File: config.mk
export PLATFORM = sky130hd
export DESIGN_NAME = alu_operand_stage
export DESIGN_NICKNAME = d
export VERILOG_FILES = /design/src/rtl/alu_operand_stage.sv
export SDC_FILE = /design/constraint.sdc
export NUM_CORES = 1
export LEC_CHECK = 0
export CORE_ASPECT_RATIO = 0.5
export CORE_MARGIN = 4
export CORE_UTILIZATION = 45
export CTS_CLUSTER_DIAMETER = 60
export CTS_CLUSTER_SIZE = 10
export DETAILED_ROUTE_END_ITERATION = 8
export PLACE_DENSITY = 0.83
export RECOVER_POWER = 25
export SLEW_MARGIN = 20
export SYNTH_ARGS = -nofsm -noshare
export SYNTH_HDL_FRONTEND = slang
export SYNTH_SLANG_ARGS = --single-unit
File: constraint.sdc
create_clock -name clk -period 1.7 [get_ports clk]
set_input_delay 0.255 -clock clk [delete_from_list [all_inputs] [get_ports clk]]
set_output_delay 0.255 -clock clk [all_outputs]
set_load 0.02 [all_outputs]
File: src/rtl/alu_operand_stage.sv
// alu_operand_stage: ID/EX stage in front of the ALU.
// The stage captures the decoded op and the register operands. At capture it
// replaces operand b with the sign-extended immediate when in_use_imm is set.
// A main register drives the ALU outputs. A skid register holds one extra
// entry so that in_ready can be registered. Reset is async active-low, and
// flush clears all held entries synchronously.
// Optional feature: define ALU_OPERAND_FWD_EN to add write-back forwarding
// ports. At capture, matching forwarded data replaces operand a and/or b.
module alu_operand_stage #(
  parameter int WIDTH      = 32,
  parameter int OP_WIDTH   = 3,
  parameter int REG_ADDR_W = 5
) (
  input  logic                  clk,
  input  logic                  rst_n,
  input  logic                  flush,
  input  logic                  in_valid,
  output logic                  in_ready,
  input  logic [OP_WIDTH-1:0]   in_op,
  input  logic [WIDTH-1:0]      in_a,
  input  logic [WIDTH-1:0]      in_b,
  input  logic [15:0]           in_imm,
  input  logic                  in_use_imm,
  input  logic [REG_ADDR_W-1:0] in_rd,
`ifdef ALU_OPERAND_FWD_EN
  input  logic                  fwd_we,
  input  logic [REG_ADDR_W-1:0] fwd_rd,
  input  logic [WIDTH-1:0]      fwd_data,
  input  logic [REG_ADDR_W-1:0] in_rs,
  input  logic [REG_ADDR_W-1:0] in_rt,
`endif
  output logic                  out_valid,
  input  logic                  out_ready,
  output logic [OP_WIDTH-1:0]   op,
  output logic [WIDTH-1:0]      a,
  output logic [WIDTH-1:0]      b,
  output logic [REG_ADDR_W-1:0] rd
);

  logic                  main_valid_r;
  logic [OP_WIDTH-1:0]   main_op_r;
  logic [WIDTH-1:0]      main_a_r;
  logic [WIDTH-1:0]      main_b_r;
  logic [REG_ADDR_W-1:0] main_rd_r;

  logic                  skid_valid_r;
  logic [OP_WIDTH-1:0]   skid_op_r;
  logic [WIDTH-1:0]      skid_a_r;
  logic [WIDTH-1:0]      skid_b_r;
  logic [REG_ADDR_W-1:0] skid_rd_r;

  logic [WIDTH-1:0]      cap_a_s;
  logic [WIDTH-1:0]      cap_b_s;
  logic                  accept_s;
  logic                  send_s;
  logic                  load_main_s;
  logic                  load_skid_s;
  logic                  refill_s;

  // Operand values as they would be captured this cycle (imm select, forwarding)
  always_comb begin
    cap_a_s = in_a;
    if (in_use_imm) begin
      cap_b_s = {{(WIDTH-16){in_imm[15]}}, in_imm};
    end else begin
      cap_b_s = in_b;
    end
`ifdef ALU_OPERAND_FWD_EN
    if (fwd_we && (fwd_rd != {REG_ADDR_W{1'b0}}) && (fwd_rd == in_rs)) begin
      cap_a_s = fwd_data;
    end else begin
      cap_a_s = in_a;
    end
    if (fwd_we && (fwd_rd != {REG_ADDR_W{1'b0}}) && (fwd_rd == in_rt) && !in_use_imm) begin
      cap_b_s = fwd_data;
    end else begin
      cap_b_s = cap_b_s;
    end
`endif
  end

  // Decide where an accepted entry goes. Flush suppresses every move.
  always_comb begin
    accept_s    = in_valid & ~skid_valid_r;
    send_s      = main_valid_r & out_ready;
    load_main_s = 1'b0;
    load_skid_s = 1'b0;
    refill_s    = 1'b0;
    if (flush) begin
      load_main_s = 1'b0;
    end else if (skid_valid_r) begin
      // in_ready is low here, so only the skid-to-main move can happen
      refill_s = send_s;
    end else if (!main_valid_r || send_s) begin
      load_main_s = accept_s;
    end else begin
      load_skid_s = accept_s;
    end
  end

  // Valid flags: async reset, flush clears both, otherwise follow the moves
  always_ff @(posedge clk or negedge rst_n) begin
    if (!rst_n) begin
      main_valid_r <= 1'b0;
      skid_valid_r <= 1'b0;
    end else if (flush) begin
      main_valid_r <= 1'b0;
      skid_valid_r <= 1'b0;
    end else begin
      main_valid_r <= load_main_s | refill_s | (main_valid_r & ~send_s);
      skid_valid_r <= load_skid_s | (skid_valid_r & ~send_s);
    end
  end

  // Data registers: change only when an entry moves in, so outputs hold under stall
  always_ff @(posedge clk or negedge rst_n) begin
    if (!rst_n) begin
      main_op_r <= {OP_WIDTH{1'b0}};
      main_a_r  <= {WIDTH{1'b0}};
      main_b_r  <= {WIDTH{1'b0}};
      main_rd_r <= {REG_ADDR_W{1'b0}};
      skid_op_r <= {OP_WIDTH{1'b0}};
      skid_a_r  <= {WIDTH{1'b0}};
      skid_b_r  <= {WIDTH{1'b0}};
      skid_rd_r <= {REG_ADDR_W{1'b0}};
    end else begin
      if (refill_s) begin
        main_op_r <= skid_op_r;
        main_a_r  <= skid_a_r;
        main_b_r  <= skid_b_r;
        main_rd_r <= skid_rd_r;
      end else if (load_main_s) begin
        main_op_r <= in_op;
        main_a_r  <= cap_a_s;
        main_b_r  <= cap_b_s;
        main_rd_r <= in_rd;
      end
      if (load_skid_s) begin
        skid_op_r <= in_op;
        skid_a_r  <= cap_a_s;
        skid_b_r  <= cap_b_s;
        skid_rd_r <= in_rd;
      end
    end
  end

  assign in_ready  = ~skid_valid_r;
  assign out_valid = main_valid_r;
  assign op        = main_op_r;
  assign a         = main_a_r;
  assign b         = main_b_r;
  assign rd        = main_rd_r;

endmodule
==> metrics.md, run 1 <==
| Metric | Value |
|---|---|
| Status | `finished clean` |
| DR WL/cell | `18.8 um` |
| Final Hold Viols | `0` |
| Pins Over Slew Limit | `0` |
| Final net count | `721` |
| CP Max Fanout | `18` |
| Clock sink count | `146` |
| Peak supply drop | `0.634 mV` |
| Vias in the first global route | `4866` |
| Seq/Total Area, Yosys | `0.535` |
| Std-Cell Core Area | `14700 um2` |
| Worst-margin pin slew | `1.21 ns` |
| Final worst slack | `0.000246 ns` |
| Longest Clk Path Bufs | `2` |
| # setup viols final | `0` |
| Area contributors post-synth | `dfrtp_1, mux2_2, mux2_4` |
| Top cell type by total area after synthesis | `dfrtp_1` |
| Initial detailed-routing violation count | `105` |
| Inserted Clock Buffers | `17` |
| Setup TNS | `0 ns` |
| Crit Path Category | `register to register` |
| Largest net degree at the start of global routing | `46` |
| Final ANT Viol Nets | `0` |
| Row count | `31` |
| # IOs | `168` |
| Worst skew pair latency | `0.41 ns` |
| Worst hold-check slack | `0.466 ns` |
| Global route overflow | `0` |
| Worst EP required | `1.99 ns` |
| Vias per inst | `5.11` |
| Residual DRC | `0` |
| Detailed-route via count | `4285` |
| # fillers | `1056` |
| Synth-to-layout area growth | `43.7%` |
| Period utilization | `1.00` |
| Lkg Pwr | `4.31 nW` |
| Top cell type's share of synthesized area | `0.535` |
| RSZ-0062 raised after global routing | `true` |
| First-pass GRT wire length | `24.9 mm` |
| Tot Pwr | `11.4 mW` |
| H-tree depth | `4` |
| Cells after Synth | `432` |
| Mapped Avg Cell Area | `15.8 um2` |
| Max Fclk | `0.588 GHz` |
| Final wirelength | `15.8 mm` |
| # port buffers | `167` |
| CP endpoint kind | `register` |
| Clock Skew | `0.0116 ns` |
| CP arrival | `1.99 ns` |
| Startpoint types | `register` |
| Max Cap Viol | `0` |
| Synthesized cell area | `6840 um2` |
| GRT Util Overall | `0.181` |
| Die Area | `17300 um2` |
| Syn. warnings | `0` |
| Minimum clock period | `1.70 ns` |
| Yosys cell types | `18` |
| ANT cells | `0` |
| Post-layout instance area | `9820 um2` |
| CTS tree | `done` |
| Drt first pass iters | `4` |
| Die Y | `95.2 um` |
| DP HPWL | `10.7 mm` |
| RePlAce Congestion | `0.746` |
| Initial Util | `0.466` |
| R2R Setup Slk | `0.0002 ns` |
| Slew margin rel. | `0.191` |
| PwrDens | `1160 nW/um2` |
| Mapped Nets | `526` |
| Hold WC Path Type | `input pin to register` |
| Clock slew at reported path FFs | `0.06 ns` |
| DIE WIDTH | `182 um` |
| Seq cells post-synth | `146` |
| Pre-CTS setup slack | `-0.371 ns` |
| Dpl cell area | `9040 um2` |
| Share of post-route cells with drive strength above 1 | `0.503` |
| Initial antenna violation count | `0` |
| CTS Root Cell | `clkbuf_16` |
kinds of logic (layout without fill, tap and decap cells):
| logic type | after synthesis | in the layout | synth area share |
|---|---|---|---|
| muxes | 248 | 248 | 0.416 |
| DFF | 146 | 146 | 0.535 |
| buffers and inverters | 29 | 237 | 0.0366 |
| and+or+nand+nor | 5 | 5 | 0.00641 |
| AOI/OAI and AO/OA | 4 | 4 | 0.00622 |
synth_stat cells:
cell	n
buf_8	1
clkbuf_1	2
mux2_2	234
nand2_1	1
nor3b_1	1
buf_6	13
mux2_4	14
and2b_4	1
a211oi_1	1
buf_4	7
dfrtp_1	146
nand4b_1	1
a21oi_1	1
a211oi_4	1
inv_1	1
buf_2	5
nand2b_4	1
o21ba_2	1
path summary, 6_finish.rpt:
path                                           from                  endpoint  depth (start not counted)
max                             out_valid$_DFF_PN0_         rd[2]$_DFFE_PN0P_                          5
min reg2reg                skid_a_r[27]$_DFFE_PN0P_  skid_a_r[27]$_DFFE_PN0P_                          1
min                                       out_ready    skid_valid_r$_DFF_PN0_                          2
max reg2reg                     out_valid$_DFF_PN0_         rd[2]$_DFFE_PN0P_                          5
max in group asynchronous                     rst_n  skid_a_r[30]$_DFFE_PN0P_                          3
min in group asynchronous                     rst_n          b[2]$_DFFE_PN0P_                          2
per-stage QoR:
| stage | std cells | util |
|---|---|---|
| after global routing | 838 | 0.670 |
| final | 838 | 0.670 |
| after floorplan | 432 | - |
| after detailed placement | 800 | 0.616 |
| after CTS | 833 | 0.659 |
| after global placement | 800 | 0.616 |
cells in the final DEF, fill, tap and decap left out, types with 4 or more instances in the layout:
cell,Yosys,routed
buf_12,0,17
buf_4,7,12
bufinv_16,0,4
clkbuf_16,0,20
clkdlybuf4s50_1,0,156
clkinv_2,0,4
dfrtp_1,146,145
dlymetal6s2s_1,0,8
mux2_2,234,202
mux2_4,14,46
per-layer routing:
layer | vias to the layer above | GRT usage | routed length [um]
met1 | 2228 | 0.216 | 6690
met5 | - | 0 | 0
met4 | 0 | 0.0531 | 201
li1 | 1958 | - | -
met2 | 80 | 0.330 | 8220
met3 | 19 | 0.0457 | 667
final cells by class:
cell class	count	area (um2)	area share
multi-input combinational	257	3060	0.312
clock buffer	19	443	0.0451
tap	198	248	0.0252
clock inverter	13	181	0.0185
timing repair buffer	204	2230	0.227
inverter	1	3.75	0.000382
sequential	146	3650	0.372
sequential cells by signal, indices dropped and copies added (netlist names):
name,flops
a,32
b,32
skid_a_r,32
skid_b_r,32
rd,5
skid_rd_r,5
op,3
skid_op_r,3
out_valid,1
skid_valid_r,1
timing repair:
action                                  in CTS  in global routing
hold endpoints to repair                    39                  0
setup buffers                                0                  2
hold buffers                                 1                  0
endpoints found under the setup margin       2                135
cloned                                       0                  3
resized for setup                            2                 22
worst max-delay path, stage by stage (launching register included):
cell and delay (ns):
dfrtp_2 0.43, nand4b_1 0.16, buf_12 0.18, buf_12 0.17, mux2_2 0.36, mux2_4 0.26
where the power goes:
part           switching [mW]  internal (mW)
clock network            1.45           2.50
logic                    1.09           1.68
registers               0.422           4.25
(Power assumes the default switching activity.)
==> inputs of run 2 (changes only) <==
--- a/config.mk
+++ b/config.mk
@@ -5,6 +5,7 @@
 export SDC_FILE = /design/constraint.sdc
 export NUM_CORES = 1
 export LEC_CHECK = 0
+export CAP_MARGIN = 20
 export CORE_ASPECT_RATIO = 0.5
 export CORE_MARGIN = 4
 export CORE_UTILIZATION = 45
@@ -13,7 +14,7 @@
 export DETAILED_ROUTE_END_ITERATION = 8
 export PLACE_DENSITY = 0.83
 export RECOVER_POWER = 25
-export SLEW_MARGIN = 20
+export SLEW_MARGIN = 0
 export SYNTH_ARGS = -nofsm -noshare
 export SYNTH_HDL_FRONTEND = slang
 export SYNTH_SLANG_ARGS = --single-unit
==> results of run 2 <==
No change in the layout: final DEF, timing and power equal those of run 1.
